### config.mk
export PLATFORM = sky130hd
export DESIGN_NAME = sdp_fifo_ctrl_flat
export DESIGN_NICKNAME = d
export VERILOG_FILES = /design/src/rtl/sdp_fifo_pkg.sv /design/src/rtl/sdpram_if.sv /design/src/rtl/sdp_fifo_ctrl.sv /design/src/flat_wrapper.sv
export SDC_FILE = /design/constraint.sdc
export NUM_CORES = 1
export LEC_CHECK = 0
export BUFFER_PORTS_ARGS = -buffer_cell sky130_fd_sc_hd__buf_2
export CORE_ASPECT_RATIO = 0.7
export CORE_UTILIZATION = 45
export CTS_CLUSTER_DIAMETER = 50
export DETAILED_ROUTE_END_ITERATION = 8
export PLACE_DENSITY = 0.8
export SYNTH_ARGS = -nofsm -noshare
export SYNTH_HDL_FRONTEND = slang
export SYNTH_SLANG_ARGS = --single-unit
### constraint.sdc
create_clock -name clk -period 8 [get_ports clk]
set_input_delay 1.2 -clock clk [delete_from_list [all_inputs] [get_ports clk]]
set_output_delay 1.2 -clock clk [all_outputs]
set_load 0.1 [all_outputs]
### src/rtl/sdp_fifo_pkg.sv
// sdp_fifo_pkg: shared helpers for the simple-dual-port FIFO controller.
//   addr_width() - RAM address width for a given FIFO depth
//   strb_width() - write-strobe width for the attached RAM
//   ptr_t        - wide pointer container used by ptr_inc()
//   ptr_inc()    - pointer increment wrapping modulo 2**(aw+1)
package sdp_fifo_pkg;

    localparam int unsigned PTR_MAX_WIDTH = 32;

    typedef logic [PTR_MAX_WIDTH-1:0] ptr_t;

    function automatic int unsigned addr_width(input int unsigned depth);
        return $clog2(depth);
    endfunction

    function automatic int unsigned strb_width(input int unsigned data_width,
                                               input int unsigned byte_write);
        return (byte_write != 0) ? data_width / 8 : 1;
    endfunction

    // One extra bit above the RAM address distinguishes full from empty.
    function automatic ptr_t ptr_inc(input ptr_t ptr, input int unsigned aw);
        ptr_t mask;
        mask = (ptr_t'(1) << (aw + 1)) - ptr_t'(1);
        return (ptr + ptr_t'(1)) & mask;
    endfunction

endpackage

### src/rtl/sdpram_if.sv
// sdpram_if: simple dual-port RAM interface (port A write, port B read).
//   addra/dina/wena - write address, data and per-lane write strobe
//   addrb/renb      - read address and read enable
//   doutb/dvalb     - read data and its valid, returned after the RAM latency
// Modports: sdp_m (controller side), sdp_s (RAM side).
interface sdpram_if #(
    parameter int unsigned DATA_WIDTH = 32,
    parameter int unsigned ADDR_WIDTH = 10,
    parameter int unsigned STRB_WIDTH = 1
);
    logic [ADDR_WIDTH-1:0] addra;
    logic [DATA_WIDTH-1:0] dina;
    logic [STRB_WIDTH-1:0] wena;
    logic [ADDR_WIDTH-1:0] addrb;
    logic                  renb;
    logic [DATA_WIDTH-1:0] doutb;
    logic                  dvalb;

    modport sdp_m (
        output addra, dina, wena, addrb, renb,
        input  doutb, dvalb
    );

    modport sdp_s (
        input  addra, dina, wena, addrb, renb,
        output doutb, dvalb
    );
endinterface

### src/rtl/sdp_fifo_ctrl.sv
// sdp_fifo_ctrl: FIFO controller in front of an external simple dual-port RAM.
//   clk, rst_n           - clock (rising edge), asynchronous active-low reset
//   push, push_data      - write request and data
//   pop                  - read request
//   pop_data, pop_valid  - read data returned with the RAM's own latency
//   full, empty          - level == MEM_DEPTH / level == 0
//   almost_full          - level >= AFULL_THRESH
//   level                - stored entry count
//   m                    - master side of the RAM interface
//   ovf_err, unf_err     - sticky push-while-full / pop-while-empty flags,
//                          present only when SDP_FIFO_ERR_EN is defined
module sdp_fifo_ctrl
    import sdp_fifo_pkg::*;
#(
    parameter int unsigned DATA_WIDTH   = 32,
    parameter int unsigned MEM_DEPTH    = 1024,
    parameter int unsigned BYTE_WRITE   = 0,
    parameter int unsigned AFULL_THRESH = MEM_DEPTH - 4,
    localparam int unsigned ADDR_WIDTH  = addr_width(MEM_DEPTH),
    localparam int unsigned STRB_WIDTH  = strb_width(DATA_WIDTH, BYTE_WRITE)
) (
    input  logic                  clk,
    input  logic                  rst_n,
    input  logic                  push,
    input  logic [DATA_WIDTH-1:0] push_data,
    input  logic                  pop,
    output logic [DATA_WIDTH-1:0] pop_data,
    output logic                  pop_valid,
    output logic                  full,
    output logic                  empty,
    output logic                  almost_full,
    output logic [ADDR_WIDTH:0]   level,
    sdpram_if.sdp_m               m
`ifdef SDP_FIFO_ERR_EN
    ,
    output logic                  ovf_err,
    output logic                  unf_err
`endif
);

    localparam int unsigned PTR_WIDTH = ADDR_WIDTH + 1;

    if (MEM_DEPTH < 4 || (MEM_DEPTH & (MEM_DEPTH - 1)) != 0) begin : g_bad_depth
        $error("sdp_fifo_ctrl: MEM_DEPTH must be a power of two >= 4");
    end

    logic [PTR_WIDTH-1:0] wr_ptr_q, wr_ptr_d;
    logic [PTR_WIDTH-1:0] rd_ptr_q, rd_ptr_d;
    logic [PTR_WIDTH-1:0] level_q, level_d;
    logic [PTR_WIDTH-1:0] outst_q, outst_d;
    logic                 push_acc, pop_acc, rd_counted;

    assign full        = (level_q == PTR_WIDTH'(MEM_DEPTH));
    assign empty       = (level_q == '0);
    assign almost_full = (level_q >= PTR_WIDTH'(AFULL_THRESH));
    assign level       = level_q;

    // rst_n gating keeps the RAM strobes quiet while reset is held.
    assign push_acc = push & ~full & rst_n;
    assign pop_acc  = pop & ~empty & rst_n;

    assign m.addra = wr_ptr_q[ADDR_WIDTH-1:0];
    assign m.dina  = push_data;
    assign m.wena  = {STRB_WIDTH{push_acc}};
    assign m.addrb = rd_ptr_q[ADDR_WIDTH-1:0];
    assign m.renb  = pop_acc;

    // A dvalb with nothing outstanding belongs to a read issued before reset.
    assign rd_counted = m.dvalb & (outst_q != '0);
    assign pop_valid  = rd_counted;
    assign pop_data   = m.doutb;

    always_comb begin
        wr_ptr_d = wr_ptr_q;
        rd_ptr_d = rd_ptr_q;
        outst_d  = outst_q;
        if (push_acc) begin
            wr_ptr_d = PTR_WIDTH'(ptr_inc(ptr_t'(wr_ptr_q), ADDR_WIDTH));
        end
        if (pop_acc) begin
            rd_ptr_d = PTR_WIDTH'(ptr_inc(ptr_t'(rd_ptr_q), ADDR_WIDTH));
        end
        unique case ({pop_acc, rd_counted})
            2'b10:   outst_d = outst_q + PTR_WIDTH'(1);
            2'b01:   outst_d = outst_q - PTR_WIDTH'(1);
            default: outst_d = outst_q;
        endcase
        level_d = wr_ptr_d - rd_ptr_d;
    end

    always_ff @(posedge clk or negedge rst_n) begin
        if (!rst_n) begin
            wr_ptr_q <= '0;
            rd_ptr_q <= '0;
            level_q  <= '0;
            outst_q  <= '0;
        end else begin
            wr_ptr_q <= wr_ptr_d;
            rd_ptr_q <= rd_ptr_d;
            level_q  <= level_d;
            outst_q  <= outst_d;
        end
    end

`ifdef SDP_FIFO_ERR_EN
    logic ovf_q, unf_q;

    always_ff @(posedge clk or negedge rst_n) begin
        if (!rst_n) begin
            ovf_q <= 1'b0;
            unf_q <= 1'b0;
        end else begin
            ovf_q <= ovf_q | (push & full);
            unf_q <= unf_q | (pop & empty);
        end
    end

    assign ovf_err = ovf_q;
    assign unf_err = unf_q;
`endif

endmodule
### src/flat_wrapper.sv
// flat-port wrapper written by rule: the top's interface ports become plain ports
module sdp_fifo_ctrl_flat import sdp_fifo_pkg::*;
#(
    parameter int unsigned DATA_WIDTH   = 32,
    parameter int unsigned MEM_DEPTH    = 1024,
    parameter int unsigned BYTE_WRITE   = 0,
    parameter int unsigned AFULL_THRESH = MEM_DEPTH - 4,
    localparam int unsigned ADDR_WIDTH  = addr_width(MEM_DEPTH),
    localparam int unsigned STRB_WIDTH  = strb_width(DATA_WIDTH, BYTE_WRITE)
)
  (clk, rst_n, push, push_data, pop, pop_data, pop_valid, full, empty, almost_full, level, m_addra, m_dina, m_wena, m_addrb, m_renb, m_doutb, m_dvalb);
  sdpram_if #(.DATA_WIDTH(DATA_WIDTH)) m_i ();
  input  logic clk;
  input  logic rst_n;
  input  logic push;
  input  logic [DATA_WIDTH-1:0] push_data;
  input  logic pop;
  output logic [DATA_WIDTH-1:0] pop_data;
  output logic pop_valid;
  output logic full;
  output logic empty;
  output logic almost_full;
  output logic [ADDR_WIDTH:0] level;
  output wire logic [$bits(m_i.addra)-1:0] m_addra;
  output wire logic [$bits(m_i.dina)-1:0] m_dina;
  output wire logic [$bits(m_i.wena)-1:0] m_wena;
  output wire logic [$bits(m_i.addrb)-1:0] m_addrb;
  output wire logic [$bits(m_i.renb)-1:0] m_renb;
  input wire logic [$bits(m_i.doutb)-1:0] m_doutb;
  input wire logic [$bits(m_i.dvalb)-1:0] m_dvalb;
  assign m_addra = m_i.addra;
  assign m_dina = m_i.dina;
  assign m_wena = m_i.wena;
  assign m_addrb = m_i.addrb;
  assign m_renb = m_i.renb;
  assign m_i.doutb = m_doutb;
  assign m_i.dvalb = m_dvalb;
  sdp_fifo_ctrl #(.DATA_WIDTH(DATA_WIDTH), .MEM_DEPTH(MEM_DEPTH), .BYTE_WRITE(BYTE_WRITE), .AFULL_THRESH(AFULL_THRESH)) u_core (.clk(clk), .rst_n(rst_n), .push(push), .push_data(push_data), .pop(pop), .pop_data(pop_data), .pop_valid(pop_valid), .full(full), .empty(empty), .almost_full(almost_full), .level(level), .m(m_i));
endmodule
=== Yosys cells after proc, flatten, opt, wreduce, memory -nomap -nowiden ===
Cells that the tools add are included.
W data, S select, Z words.

* Bits in registers: 44
* Bits of input ports: 69
* Output and inout bits: 101
* Word-level logic and storage cells: 26

* $add $sub $neg: 5
* Order comparisons: 1
* Eq/ne operators: 3
* Multiplexer cells: 3
* Bitwise logic cells: 7
* Reductions and logical operators: 3

{| class="wikitable"
|+ Operators with widths
! operator !! number
|-
| $add A11 B1 Y11 const B || 3
|-
| $mux W11 || 2
|-
| $pmux W11 S2 || 1
|-
| $eq A11 B11 Y1 const B || 1
|-
| $ge A11 B10 Y1 const B || 1
|-
| $logic_not A11 Y1 || 1
|-
| $reduce_bool A11 Y1 || 1
|-
| $sub A11 B1 Y11 const B || 1
|-
| $sub A11 B11 Y11 || 1
|-
| $and A1 B1 Y1 || 5
|-
| $eq A2 B1 Y1 const B || 1
|-
| $eq A2 B2 Y1 const B || 1
|-
| $not A1 Y1 || 2
|-
| $reduce_bool A2 Y1 || 1
|}

=== Depth between registers and ports, before layout ===
* Depth in word-level cells: 6
* Mapped depth: 14
* Gate-level depth less buffers: 14

=== Worst setup path before layout ===
Ideal clock, no wire load.

* Path type: in2reg
* Start: input port m_dvalb
* End: register u_core.outst_q[10]
* Setup time: 0.123 ns
* Arrival time: 5.195 ns
* Data required time: 7.877 ns
* Setup slack: 2.682 ns
* Stages: 13
* Path buffers: 0
* Cell sequence: inv_1 -> a31oi_1 -> ha_1 -> inv_1 -> fa_1 -> nor2b_1 -> o21ai_0 -> a21boi_0 -> o31ai_1 -> a2111oi_0 -> or3_1 -> nand3b_1 -> xnor2_1

* Longest elaborated chain between the ends: 3
* Elaborated cells on any way between the ends: 5
* Those cells by class: 2 x eq/ne; 1 x mux; 1 x bitwise; 1 x reduce/logical

{| class="wikitable"
|+ Ends and longest elaborated chain
! item !! line !! text
|-
| start: declaration || flat_wrapper.sv:30 || <nowiki>input wire logic [$bits(m_i.dvalb)-1:0] m_dvalb;</nowiki>
|-
| $and A1 B1 Y1 * || sdp_fifo_ctrl.sv:69 || <nowiki>assign rd_counted = m.dvalb & (outst_q != '0);</nowiki>
|-
| net pop_valid || flat_wrapper.sv:19 || <nowiki>output logic pop_valid;</nowiki>
|-
| $eq A2 B1 Y1 or $eq A2 B2 Y1 (tied branches) || sdp_fifo_ctrl.sv:83 || <nowiki>unique case ({pop_acc, rd_counted})</nowiki>
|-
| $pmux W11 S2 or $reduce_bool A2 Y1 (tied branches) || -- ||
|-
| end signal: assignment || sdp_fifo_ctrl.sv:101 || <nowiki>outst_q <= outst_d;</nowiki>
|-
| end: declaration || sdp_fifo_ctrl.sv:50 || <nowiki>logic [PTR_WIDTH-1:0] outst_q, outst_d;</nowiki>
|}

The timed path passes the listed nets; every way through them passes the cells marked *.
A chain may end at the register's enable or synchronous reset.

=== Worst setup path in the final report ===
* Start: input port rst_n
* End: register u_core.outst_q[10]

* Longest elaborated chain between the ends: 3
* Elaborated cells on any way between the ends: 5
* Those cells by class: 2 x eq/ne; 1 x mux; 1 x bitwise; 1 x reduce/logical

{| class="wikitable"
|+ Ends and longest elaborated chain
! item !! line !! text
|-
| start: declaration || flat_wrapper.sv:14 || <nowiki>input logic rst_n;</nowiki>
|-
| $and A1 B1 Y1 * || sdp_fifo_ctrl.sv:60 || <nowiki>assign pop_acc = pop & ~empty & rst_n;</nowiki>
|-
| $eq A2 B1 Y1 or $eq A2 B2 Y1 (tied branches) || sdp_fifo_ctrl.sv:83 ||
|-
| $pmux W11 S2 or $reduce_bool A2 Y1 (tied branches) || -- ||
|}

Mark *: on every way between the ends. The rest lies on a longest branch, timed or not.

==> flow_summary_export.csv <==
group,metric,value,unit
logic_synthesis,yosysMostFrequentCell,"buf_4",
critical_path,path_class,"input port to register",
clock_tree,postCtsSetupRepairBufs,0,
timing,slew_headroom,27.3,%
logic_synthesis,synth_area_leaders,"dfrtp_1 34%, buf_4 20%, ha_1 8.2%, xnor2_1 7.1%, inv_1 3.0%",
global_route,overflow,0,
timing,worst_pin_slew,1.08,ns
logic_synthesis,synth_edf_count,0,
run,drv_cap,0,
logic_synthesis,synth_cells,340,
critical_path,critPathMaxStageDelay,0.59,ns
critical_path,worstSetupStartpointType,"input port",
hold_path,min_path_type,"register to register",
critical_path,worstRegToRegCells,14,
logic_synthesis,yosysWarnings,0,
logic_synthesis,ys_async_sr_fraction,100,%
status,status,"finished clean",
die,rows,25,
drt,initialDrtViolationCount,69,
critical_path,cp.required,8.23,ns
clock_tree,clk_latency,0.31,ns
global_route,use_met2,26.1,%
critical_path,crit_buf_inv,3,
logic_synthesis,synth_area,3220,µm²
die,core,6820,µm²
logic_synthesis,synthFlopType,"dfrtp_1",
critical_path,crit_chain,"buf_2 > buf_4 > nand2_1 > a41oi_4 > inv_1 > ha_1 > ha_1 > nor2b_1 > o21ai_0 > a21boi_0 > o31ai_1 > a2111oi_0 > o21ai_0 > nand3b_1 > xnor2_1",
logic_synthesis,ys_ff_latch,44,
timing,maxSlewViolCount,0,
global_route,grtUsageMet3,6.99,%
timing,period_needed,4.71,ns
global_route,grt_pass1_vias,2027,
global_route,grt-busiest-layer,"met2",
timing,finalSetupViolCount,0,
timing,hold_viol,0,
placement,place_congestion,0.860,
clock_tree,htree_levels,2,
critical_path,r2r_end,"u_core.outst_q[10]",
layout,antenna_cells,0,
timing,fin_skew,0.0119,ns
die,initial_core_util,47.2,%
critical_path,crit_family,"compound AO/OA/AOI/OAI gates",
pwr,leakage,1.47,nW
critical_path,crit_path_max_fanout,46,
logic_synthesis,synth_commonest_cells,"84 x buf_4, 44 x dfrtp_1, 26 x inv_1, 26 x xnor2_1, 21 x ha_1",
die,die_w,103,µm
drt,post-route-drc-count,0,
layout,fin_cells,397,
die,die-area,7500,µm²
layout,fin_nets,394,
drt,via_per_inst,5.21,
clock_tree,cts_sinks,44,
die,die_h,72.7,µm
clock_tree,hold_buffers,0,
clock_tree,root_buffer,"clkbuf_8",
clock_tree,clk_pin_slew,0.08,ns
hold_path,holdPathStages,1,
timing,min_period_over_period,58.9,%
clock_tree,cts_resized,0,
logic_synthesis,yosysUniqueCellTypes,43,
logic_synthesis,synth_top_area_share,34.2,%
drt,vias,2067,
timing,rsz0062_at_grt,"no",
drt,wl_per_cell,15.9,µm
global_route,grt_pass1_wl,10200,µm
placement,place_inst,389,
pwr,p_per_area,547,nW/µm²
drt,drtAntennaViolNets,0,
global_route,grt_max_degree,47,
critical_path,r2r_setup_slack,3.78,ns
timing,fmax,0.212,GHz
critical_path,critPathCaptureType,"register",
placement,dp_hpwl,4890,µm
global_route,antenna_found_initial,0,
clock_tree,cts_inserted_buffers,5,
global_route,track_usage,18.2,%
critical_path,cp_slowest_cell,"a2111oi_0",
layout,drive_above_1_share,19.8,%
logic_synthesis,syn_avg_cell_area,9.46,µm²
die,io_pins,170,
layout,area_delta_synth_final,-6.22,%
hold_path,hold_path_end,"u_core.outst_q[10]",
timing,tns,0,ns
critical_path,r2r_start,"u_core.level[7]",
pwr,irDropWorstVdd,0.000445,V
clock_tree,ctsLongestPathBuffers,2,
drt,first_pass_iters,4,
logic_synthesis,ys_seq_area_share,34.2,%
drt,drt-total-wl,6330,µm
critical_path,critPathArrivalTime,4.94,ns
logic_synthesis,synth_nets,432,
placement,io_buffers,41,
hold_path,min_from,"u_core.outst_q[10]",
clock_tree,cts_tree,"done",
global_route,grtUsageMet1,25.2,%
logic_synthesis,yosys.area.top_type,"dfrtp_1",
## sequential cells by signal (all words and copies together) (netlist names)
name             cells
u_core.wr_ptr_q     11
u_core.rd_ptr_q     11
u_core.level        11
u_core.outst_q      11
## layout by cell type, fill, tap and decap left out, types with 9 or more instances in the layout
cell type,instances
nor2_1,14
inv_1,26
ha_1,21
xnor2_1,26
xor2_1,11
o21ai_0,15
a21oi_1,9
nand2_1,19
dfrtp_1,44
buf_2,41
## power by group
group          switching (mW)  internal (mW)
combinational           0.771          0.294
clock                  0.0814         0.0925
sequential             0.0939          0.317
total                   0.947          0.703
## logic make-up after synthesis
kind of cell	Yosys count	synth area share (%)
xor gates and xnor gates	39	11.1
AOI/OAI and AO/OA	40	8.36
buffers and inverters	113	23.0
muxes	2	0.661
adders and majority gates	25	10.1
and+or+nand+nor	77	12.6
DFF	44	34.2
## worst max path at each step
stage             from  cells past startpoint  slack (ns)                 end
2_1_floorplan  m_dvalb                     13        2.68  u_core.outst_q[10]
3_3_place_gp     rst_n                     14        3.16     u_core.level[9]
4_1_cts          rst_n                     14        3.24     u_core.level[9]
3_5_place_dp     rst_n                     14        2.94     u_core.level[9]
5_1_grt          rst_n                     14        2.95     u_core.level[9]
6_report         rst_n                     15        3.29  u_core.outst_q[10]
## per-stage QoR
step           cell area (µm²)  power (mW)  worst slack [ns]  util, %  hold WS, ns
2_1_floorplan             3220        1.47              2.68        -        0.447
3_3_place_gp              2910        1.44              3.16     42.6        0.473
3_5_place_dp              2910        1.48              2.94     42.6        0.469
4_1_cts                   3020        1.65              3.24     44.2        0.485
5_1_grt                   3020        1.75              2.95     44.2        0.494
6_report                  3020        1.65              3.29     44.2        0.494
## worst register-to-register path, stage by stage, from the launching register on
cell and delay, ns:
dfrtp_1 0.41, nor4_2 0.56, a41oi_4 0.28, inv_1 0.12, ha_1 0.46, inv_1 0.11
fa_1 0.42, nor2b_1 0.11, o21ai_0 0.10, a21boi_0 0.34, o31ai_1 0.17, a2111oi_0 0.59
o21ai_0 0.20, nand3b_1 0.14, xnor2_1 0.12
## routing by layer
layer / wire length, µm / vias to the layer above
li1: - / 973
met1: 3030 / 970
met2: 2680 / 111
met3: 512 / 13
met4: 99 / 0
met5: 0 / -
## area by class of cell
cell class	instances	area [µm²]
Inverter	26	97.6
Tap cell	94	118
Fill cell	674	3800
Clock inverter	3	42.5
Timing Repair Buffer	42	213
Multi-Input combinational cell	183	1380
Clock buffer	5	68.8
Sequential cell	44	1100
Power figures use the tool's default switching activity.
